[src/rtl/video_timing_win_gen.sv]
// Pixel-clock video timing generator: registered hs/vs/de, frame/line strobes and a
// multiplier-free row-major read address for NUM_WIN horizontally tiled windows.
// Optional macro VTG_WIN_SCALE2X_EN doubles every window on screen (pixel and line repeat).
module video_timing_win_gen #(
    parameter int unsigned H_ACTIVE = 1280,
    parameter int unsigned H_FP     = 72,
    parameter int unsigned H_SYNC   = 80,
    parameter int unsigned H_BLANK  = 368,
    parameter int unsigned V_ACTIVE = 720,
    parameter int unsigned V_FP     = 3,
    parameter int unsigned V_SYNC   = 5,
    parameter int unsigned V_BLANK  = 30,
    parameter bit          HS_POL   = 1'b1,
    parameter bit          VS_POL   = 1'b1,
    parameter int unsigned WIN_X    = 0,
    parameter int unsigned WIN_Y    = 0,
    parameter int unsigned WIN_W    = 640,
    parameter int unsigned WIN_H    = 480,
    parameter int unsigned NUM_WIN  = 2,
    parameter int unsigned ADDR_W   = 19
) (
    input  logic                                             clk_74_25m,
    input  logic                                             rst_n_74_25m,
    input  logic                                             en,
    input  logic                                             restart,
    output logic [$clog2(H_ACTIVE+H_BLANK)-1:0]              h_cnt,
    output logic [$clog2(V_ACTIVE+V_BLANK)-1:0]              v_cnt,
    output logic                                             hs,
    output logic                                             vs,
    output logic                                             de,
    output logic                                             frame_start,
    output logic                                             line_start,
    output logic                                             win_valid,
    output logic [((NUM_WIN > 1) ? $clog2(NUM_WIN) : 1)-1:0] win_id,
    output logic [ADDR_W-1:0]                                win_addr
);

    localparam int unsigned H_TOTAL = H_ACTIVE + H_BLANK;
    localparam int unsigned V_TOTAL = V_ACTIVE + V_BLANK;
    localparam int unsigned HC_W    = $clog2(H_TOTAL);
    localparam int unsigned VC_W    = $clog2(V_TOTAL);
    localparam int unsigned ID_W    = (NUM_WIN > 1) ? $clog2(NUM_WIN) : 1;
`ifdef VTG_WIN_SCALE2X_EN
    localparam int unsigned SH      = 1;
`else
    localparam int unsigned SH      = 0;
`endif
    localparam int unsigned W_S     = WIN_W << SH;
    localparam int unsigned H_S     = WIN_H << SH;
    localparam int unsigned CW      = (W_S > 1) ? $clog2(W_S) : 1;

    localparam logic [HC_W-1:0] H_LAST_C   = HC_W'(H_TOTAL - 1);
    localparam logic [VC_W-1:0] V_LAST_C   = VC_W'(V_TOTAL - 1);
    localparam logic [HC_W-1:0] H_ACT_C    = HC_W'(H_ACTIVE);
    localparam logic [VC_W-1:0] V_ACT_C    = VC_W'(V_ACTIVE);
    localparam logic [HC_W-1:0] HS_START_C = HC_W'(H_ACTIVE + H_FP);
    localparam logic [HC_W-1:0] HS_LEN_C   = HC_W'(H_SYNC);
    localparam logic [VC_W-1:0] VS_START_C = VC_W'(V_ACTIVE + V_FP);
    localparam logic [VC_W-1:0] VS_LEN_C   = VC_W'(V_SYNC);
    localparam logic [HC_W-1:0] WIN_X_C    = HC_W'(WIN_X);
    localparam logic [HC_W-1:0] X_SPAN_C   = HC_W'(NUM_WIN * W_S);
    localparam logic [VC_W-1:0] WIN_Y_C    = VC_W'(WIN_Y);
    localparam logic [VC_W-1:0] Y_SPAN_C   = VC_W'(H_S);
    localparam logic [CW-1:0]   COL_LAST_C = CW'(W_S - 1);

    if (NUM_WIN < 1 || NUM_WIN > 4) begin : g_err_num_win
        $error("NUM_WIN must be in 1..4");
    end
    if (WIN_X + NUM_WIN * W_S > H_ACTIVE) begin : g_err_win_x
        $error("windows exceed the active line");
    end
    if (WIN_Y + H_S > V_ACTIVE) begin : g_err_win_y
        $error("windows exceed the active frame");
    end
    if (H_FP + H_SYNC > H_BLANK) begin : g_err_h_blank
        $error("H_FP + H_SYNC exceeds H_BLANK");
    end
    if (V_FP + V_SYNC > V_BLANK) begin : g_err_v_blank
        $error("V_FP + V_SYNC exceeds V_BLANK");
    end
    if ((64'd1 << ADDR_W) < 64'(WIN_W) * 64'(WIN_H)) begin : g_err_addr_w
        $error("ADDR_W too small for WIN_W*WIN_H");
    end

    logic [HC_W-1:0]   hc_q, hc_d;
    logic [VC_W-1:0]   vc_q, vc_d;
    logic [CW-1:0]     col_q, col_d;
    logic [ID_W-1:0]   wid_q, wid_d;
    logic [ADDR_W-1:0] lb_q, lb_d;
    logic              rs_q;
`ifdef VTG_WIN_SCALE2X_EN
    logic              vph_q, vph_d;
`endif

    logic [HC_W-1:0]   x_rel, hs_rel;
    logic [VC_W-1:0]   y_rel, vs_rel;
    logic              in_y, win_hit, new_line;

    logic [HC_W-1:0]   h_cnt_q;
    logic [VC_W-1:0]   v_cnt_q;
    logic              hs_q, vs_q, de_q, fs_q, ls_q, wv_q;
    logic [ID_W-1:0]   win_id_q;
    logic [ADDR_W-1:0] win_addr_q;

    // Unsigned wrap makes (pos - start) < len a single-compare range test.
    always_comb begin
        x_rel   = hc_q - WIN_X_C;
        y_rel   = vc_q - WIN_Y_C;
        hs_rel  = hc_q - HS_START_C;
        vs_rel  = vc_q - VS_START_C;
        in_y    = y_rel < Y_SPAN_C;
        win_hit = (x_rel < X_SPAN_C) && in_y;
    end

    always_comb begin
        hc_d     = hc_q;
        vc_d     = vc_q;
        col_d    = col_q;
        wid_d    = wid_q;
        lb_d     = lb_q;
`ifdef VTG_WIN_SCALE2X_EN
        vph_d    = vph_q;
`endif
        new_line = restart | (en & (hc_q == H_LAST_C));

        if (restart) begin
            hc_d = '0;
            vc_d = '0;
        end else if (en) begin
            if (hc_q == H_LAST_C) begin
                hc_d = '0;
                vc_d = (vc_q == V_LAST_C) ? '0 : vc_q + 1'b1;
            end else begin
                hc_d = hc_q + 1'b1;
            end
        end

        // Window state tracks the position held in hc_d/vc_d.
        if (restart | en) begin
            if (hc_d == WIN_X_C) begin
                col_d = '0;
                wid_d = '0;
            end else if (col_q == COL_LAST_C) begin
                col_d = '0;
                wid_d = wid_q + 1'b1;
            end else begin
                col_d = col_q + 1'b1;
            end

            if (new_line) begin
                if (vc_d == WIN_Y_C) begin
                    lb_d  = '0;
`ifdef VTG_WIN_SCALE2X_EN
                    vph_d = 1'b0;
`endif
                end else if (in_y) begin
`ifdef VTG_WIN_SCALE2X_EN
                    // Each source line is shown twice; advance on the second copy.
                    if (vph_q) begin
                        lb_d = lb_q + ADDR_W'(WIN_W);
                    end
                    vph_d = ~vph_q;
`else
                    lb_d  = lb_q + ADDR_W'(WIN_W);
`endif
                end
            end
        end
    end

    always_ff @(posedge clk_74_25m) begin
        if (!rst_n_74_25m) begin
            hc_q  <= '0;
            vc_q  <= '0;
            col_q <= '0;
            wid_q <= '0;
            lb_q  <= '0;
            rs_q  <= 1'b1;
`ifdef VTG_WIN_SCALE2X_EN
            vph_q <= 1'b0;
`endif
        end else begin
            hc_q  <= hc_d;
            vc_q  <= vc_d;
            col_q <= col_d;
            wid_q <= wid_d;
            lb_q  <= lb_d;
            rs_q  <= restart;
`ifdef VTG_WIN_SCALE2X_EN
            vph_q <= vph_d;
`endif
        end
    end

    // Output stage also loads right after a restart/reset so (0,0) appears even with en low.
    always_ff @(posedge clk_74_25m) begin
        if (!rst_n_74_25m) begin
            h_cnt_q    <= '0;
            v_cnt_q    <= '0;
            hs_q       <= ~HS_POL;
            vs_q       <= ~VS_POL;
            de_q       <= 1'b0;
            fs_q       <= 1'b0;
            ls_q       <= 1'b0;
            wv_q       <= 1'b0;
            win_id_q   <= '0;
            win_addr_q <= '0;
        end else if (en | rs_q) begin
            h_cnt_q    <= hc_q;
            v_cnt_q    <= vc_q;
            hs_q       <= (hs_rel < HS_LEN_C) ? HS_POL : ~HS_POL;
            vs_q       <= (vs_rel < VS_LEN_C) ? VS_POL : ~VS_POL;
            de_q       <= (hc_q < H_ACT_C) && (vc_q < V_ACT_C);
            fs_q       <= (hc_q == '0) && (vc_q == '0);
            ls_q       <= (hc_q == '0);
            wv_q       <= win_hit;
            win_id_q   <= win_hit ? wid_q : '0;
            win_addr_q <= win_hit ? (lb_q + ADDR_W'(col_q >> SH)) : '0;
        end
    end

    assign h_cnt       = h_cnt_q;
    assign v_cnt       = v_cnt_q;
    assign hs          = hs_q;
    assign vs          = vs_q;
    assign de          = de_q;
    assign frame_start = fs_q;
    assign line_start  = ls_q;
    assign win_valid   = wv_q;
    assign win_id      = win_id_q;
    assign win_addr    = win_addr_q;

endmodule
[config.mk]
export PLATFORM = sky130hd
export DESIGN_NAME = video_timing_win_gen
export DESIGN_NICKNAME = d
export VERILOG_FILES = /design/src/rtl/video_timing_win_gen.sv
export SDC_FILE = /design/constraint.sdc
export NUM_CORES = 1
export LEC_CHECK = 0
export BUFFER_PORTS_ARGS = -buffer_cell sky130_fd_sc_hd__buf_2
export CAP_MARGIN = 20
export CORE_MARGIN = 2
export CORE_UTILIZATION = 45
export CTS_CLUSTER_SIZE = 10
export DETAILED_ROUTE_END_ITERATION = 8
export PLACE_DENSITY = 0.72
export SLEW_MARGIN = 20
export SYNTH_ARGS = -nofsm -noshare
export SYNTH_HDL_FRONTEND = slang
export SYNTH_SLANG_ARGS = --single-unit
[constraint.sdc]
create_clock -name clk_74_25m -period 2.1 [get_ports clk_74_25m]
set_input_delay 0.42 -clock clk_74_25m [delete_from_list [all_inputs] [get_ports clk_74_25m]]
set_output_delay 0.42 -clock clk_74_25m [all_outputs]
set_load 0.05 [all_outputs]
### Yosys cells after proc, flatten, opt, wreduce, memory -nomap -nowiden

Cells that the tools add are included.

* bits in registers: 99
* bits in latches: 0
* memory bits (writable): 0
* bits in read-only memories: 0
* input bits: 4
* memories kept: 0

* add/subtract/negate cells: 8
* multipliers: 0
* divide/modulo/power cells: 0
* magnitude comparators: 5
* equal/unequal tests: 3
* shift-type cells: 0
* mux-type cells: 17
* bitwise operators: 4
* reduce and logical (&&, ||, !) cells: 11

Operators by type and width (count)
* $mux 10: 6
* $mux 19: 3
* $mux 11: 3
* $logic_not 11->1: 2
* $add 10x1->10 const B: 2
* $eq 10x10->1 const B: 2
* $logic_not 10->1: 2
* $add 19x10->19: 1
* $add 19x10->19 const B: 1
* $add 11x1->11 const B: 1
* $eq 11x11->1 const B: 1
* $lt 11x11->1 const B: 1
* $lt 11x7->1 const B: 1
* $sub 11x11->11 const B: 1
* $lt 10x10->1 const B: 1
* $lt 10x3->1 const B: 1
* $lt 10x9->1 const B: 1
* $sub 10x10->10 const B: 1
* $mux 1: 5
* $reduce_bool 2->1: 2
* $logic_and 1x1->1: 3
* $or 1x1->1: 3
* $reduce_and 3->1: 1
* $reduce_and 2->1: 1
* 2 further kinds: 2

### Depth between registers and ports, before layout

* word-level depth: 8
* gate-level depth with buffers: 9

### Worst setup path before layout

No wires, ideal clock.

* kind: register to register
* start: register vc_q[0]
* end: register lb_q[10]
* data arrival time: 2.122 ns
* required time: 1.977 ns
* path slack: -0.145 ns
* stages on the path, launching flop included: 9
* buffers on the path: 1
* path through: dfxtp_1 inv_2 ha_1 or4_1 a21oi_1 o221ai_2 nor4_4 buf_6 nor3_2

* longest elaborated chain between the ends: 8

RTL lines
* start, declared: line 86 `logic [VC_W-1:0] vc_q, vc_d;`
* start signal, assigned: line 184 `vc_q <= vc_d;`
* $add 10x1->10 / $eq 10x10->1 (equally long branches): line 132 `vc_d = (vc_q == V_LAST_C) ? '0 : vc_q + 1'b1;`
* $mux 10: line 132
* $mux 10: line 130 `if (hc_q == H_LAST_C) begin`
* $mux 10: line 129 `end else if (en) begin`
* $mux 10: line 126 `if (restart) begin`
* $logic_not 10->1: line 151 `if (vc_d == WIN_Y_C) begin`
* $reduce_bool 2->1 (no source line)
* $reduce_and 3->1 (no source line)
* end signal, assigned: line 187 `lb_q <= lb_d;`
* end, declared: line 89 `logic [ADDR_W-1:0] lb_q, lb_d;`

Several ways; a longest one is shown, not always the timed one.
A chain may end at the register's enable or synchronous reset.

### Final worst setup path

* start: register vc_q[1]
* end: register lb_q[7]

Same word-level chain as after synthesis.

==> impl_metrics.env <==
export IMPL_root_buffer="clkbuf_8"
export IMPL_path_class="reg2reg"
export IMPL_multi_input_area_um2=2880
export IMPL_cts_buffers=9
export IMPL_cts_tree="yes"
export IMPL_nets=694
export IMPL_hp_class="in2reg"
export IMPL_dp_cells=798
export IMPL_grt_setup_unrepaired="true"
export IMPL_synth_fp_nets=593
export IMPL_grt_pass1_wl_um=20300
export IMPL_syn_avg_cell_area_um2=8.41
export IMPL_synth_top_cell_area_share_pct=38.0
export IMPL_htree_num_levels=3
export IMPL_ys_flop_type="dfxtp_1"
export IMPL_num_io_pins=51
export IMPL_synth_async_sr_flop_share_pct=0
export IMPL_drtIter0Drc=287
export IMPL_setup_violations_final=13
export IMPL_drc=0
export IMPL_power_per_cell_area_nw_per_um2=522
export IMPL_hold_viol_final=0
export IMPL_end_kind="register"
export IMPL_cp_max_fo=12
export IMPL_synth_cell_types=71
export IMPL_cts_sinks=92
export IMPL_clk_pin_slew_ps=90
export IMPL_grt_remaining_overflow=0
export IMPL_ff_latch_area_um2=1860
export IMPL_layout_min_cycle_time_ps=2170
export IMPL_fmaxAchievable_mhz=460
export IMPL_final_util_pct=58.3
export IMPL_syn_area_um2=4840
export IMPL_ys_seq_elements=92
export IMPL_clk_path_buf_depth=2
export IMPL_die_area_um2=11600
export IMPL_antenna_cells=0
export IMPL_syn2layout_area_growth_pct=24.9
export IMPL_placed_area_um2=5680
export IMPL_ys_seq_area_share_pct=38.0
export IMPL_peakVddDrop_uv=284
export IMPL_fin_worst_skew_ps=9.15
export IMPL_fin_cells=818
export IMPL_fin_crit_sh_pct=103
export IMPL_netlist_instances=576
export IMPL_num_rows=37
export IMPL_die_h_um=108
export IMPL_yosys_area_top_type="dfxtp_1"
export IMPL_slew_viol_final=0
export IMPL_coreArea_um2=10400
export IMPL_power_mw=3.15
export IMPL_viasPerCell=5.54
export IMPL_synth_edf_count=0
export IMPL_cp_start_kind="register"
export IMPL_violations="setup timing"
export IMPL_gp_congestion=0.926
export IMPL_whs_ps=401
export IMPL_final_common_cell="dfxtp_1"
export IMPL_start_util_pct=46.7
export IMPL_crit_arrival_ps=2430
export IMPL_hold_buffers=0
export IMPL_setup_ws_ps=-72.7
export IMPL_grt_pass1_vias=4353
export IMPL_antenna_left=0
export IMPL_final_cell_mix="85 x dfxtp_1, 78 x buf_4, 71 x nand2_1"
export IMPL_grt_max_degree=33
export IMPL_filler_cell_count=963
export IMPL_final_area_um2=6050
export IMPL_die_w_um=108
export IMPL_wirelength_um=12500
export IMPL_antenna_found_initial=0
export IMPL_netlist_top_cells_area="dfxtp_1 38%, nand2_1 5.5%, nor2_1 4.6%"
export IMPL_power_leakage_nw=2.43
export IMPL_setup_tns_ps=-807
export IMPL_dr_pass1_iters=9
export IMPL_yosys_warnings=0
export IMPL_cp_required_ps=2360
export IMPL_cap_viol_max_count=0
export IMPL_clock_latency_ps=370
export IMPL_vias=4529
export IMPL_dp_slack_ps=-241
export IMPL_place_hpwl_um=9120
export IMPL_grt_usage_pct=22.0
export IMPL_status="finished with violations"
export IMPL_wl_per_cell_um=15.3
export IMPL_drive_above_1_share_pct=30.8
export IMPL_portBuffers=50
==> sequential cells by signal (all words and copies together), names as in the netlist, 10 cells and up <==
register,flops
vc_q,10
win_addr,19
h_cnt,11
col_q,10
v_cnt,10
lb_q,12
hc_q,11
==> worst paths after layout <==
| kind | startpoint | to | slack (ps) | cells past startpoint |
|---|---|---|---|---|
| max | vc_q[1]$_SDFF_PN0_ | lb_q[7]$_SDFFE_PN0P_ | -70 | 10 |
| min | en | hc_q[1]$_SDFF_PN0_ | 400 | 3 |
| max reg2reg | vc_q[1]$_SDFF_PN0_ | lb_q[7]$_SDFFE_PN0P_ | -70 | 10 |
| min reg2reg | v_cnt[8]$_SDFFE_PN0P_ | v_cnt[8]$_SDFFE_PN0P_ | 450 | 2 |
==> area by class of cell <==
class,instances,share of cell area (%)
Clock buffer,12,2.57
Clock inverter,4,0.517
Multi-Input combinational cell,427,47.6
Sequential cell,92,30.7
Tap cell,136,2.81
Timing Repair Buffer,133,14.9
Inverter,14,0.869
==> Yosys cell counts, drive strengths merged, types with 2 or more instances <==
master   number
nand2        72
buf          23
ha           13
clkbuf       20
or4           5
o311ai        2
nor4          5
o221ai        2
o2111ai       2
a311oi        2
and2          6
nor4b         2
dfxtp        92
a211oi        3
nor3         27
a31oi         5
mux2i         3
xor2         20
and3b         3
nand3        28
a22oi        18
a21oi        43
and3          5
o31ai         4
inv          14
or3           2
nor2b         3
nand2b        6
o211ai        2
and4          9
nor3b         2
nand4        17
nor2         59
o22ai         2
mux2          3
or2           2
xnor2        21
o21ai        10
a21o          3
==> layer usage <==
metal / GRT usage, % / share of wire (%)
met3: 3.15 / 3.6
met4: 7.78 / 1.7
met5: 0 / 0
met2: 37.6 / 50
met1: 28.4 / 44
==> cell families (layout without fill, tap and decap cells) <==
logic type	after synthesis	in the layout	synth area share, %
other	1	1	0.0774
and+or+nand+nor	258	258	28.8
buffers and inverters	57	163	5.66
adders and majority gates	13	13	3.36
xor gates and xnor gates	41	41	7.41
DFF	92	92	38.0
muxes	6	6	1.32
AOI/OAI and AO/OA	108	108	15.4
==> critical path, stage by stage, from the launching register on <==
cell and delay, ps:
dfxtp_2 330, inv_1 110, ha_1 150, and3b_2 240, nand4bb_4 160, buf_4 180, a21oi_1 180, o221ai_2 160
nor4_4 310, buf_12 190, nor3_1 60
==> where the power goes <==
group / internal (mW) / leakage, nW / total [mW] / switching, mW
registers: 1.76 / 0.748 / 1.77 / 0.0120
logic: 0.0729 / 1.58 / 0.232 / 0.159
clock network: 0.505 / 0.0974 / 1.15 / 0.649
total: 2.33 / 2.43 / 3.15 / 0.820
==> repair_timing <==
action	4_1_cts	5_1_grt
setup buffers	2	3
pin swaps	4	13
endpoints found under the setup margin	23	23
resized for setup	7	29
(Power assumes the default switching activity.)
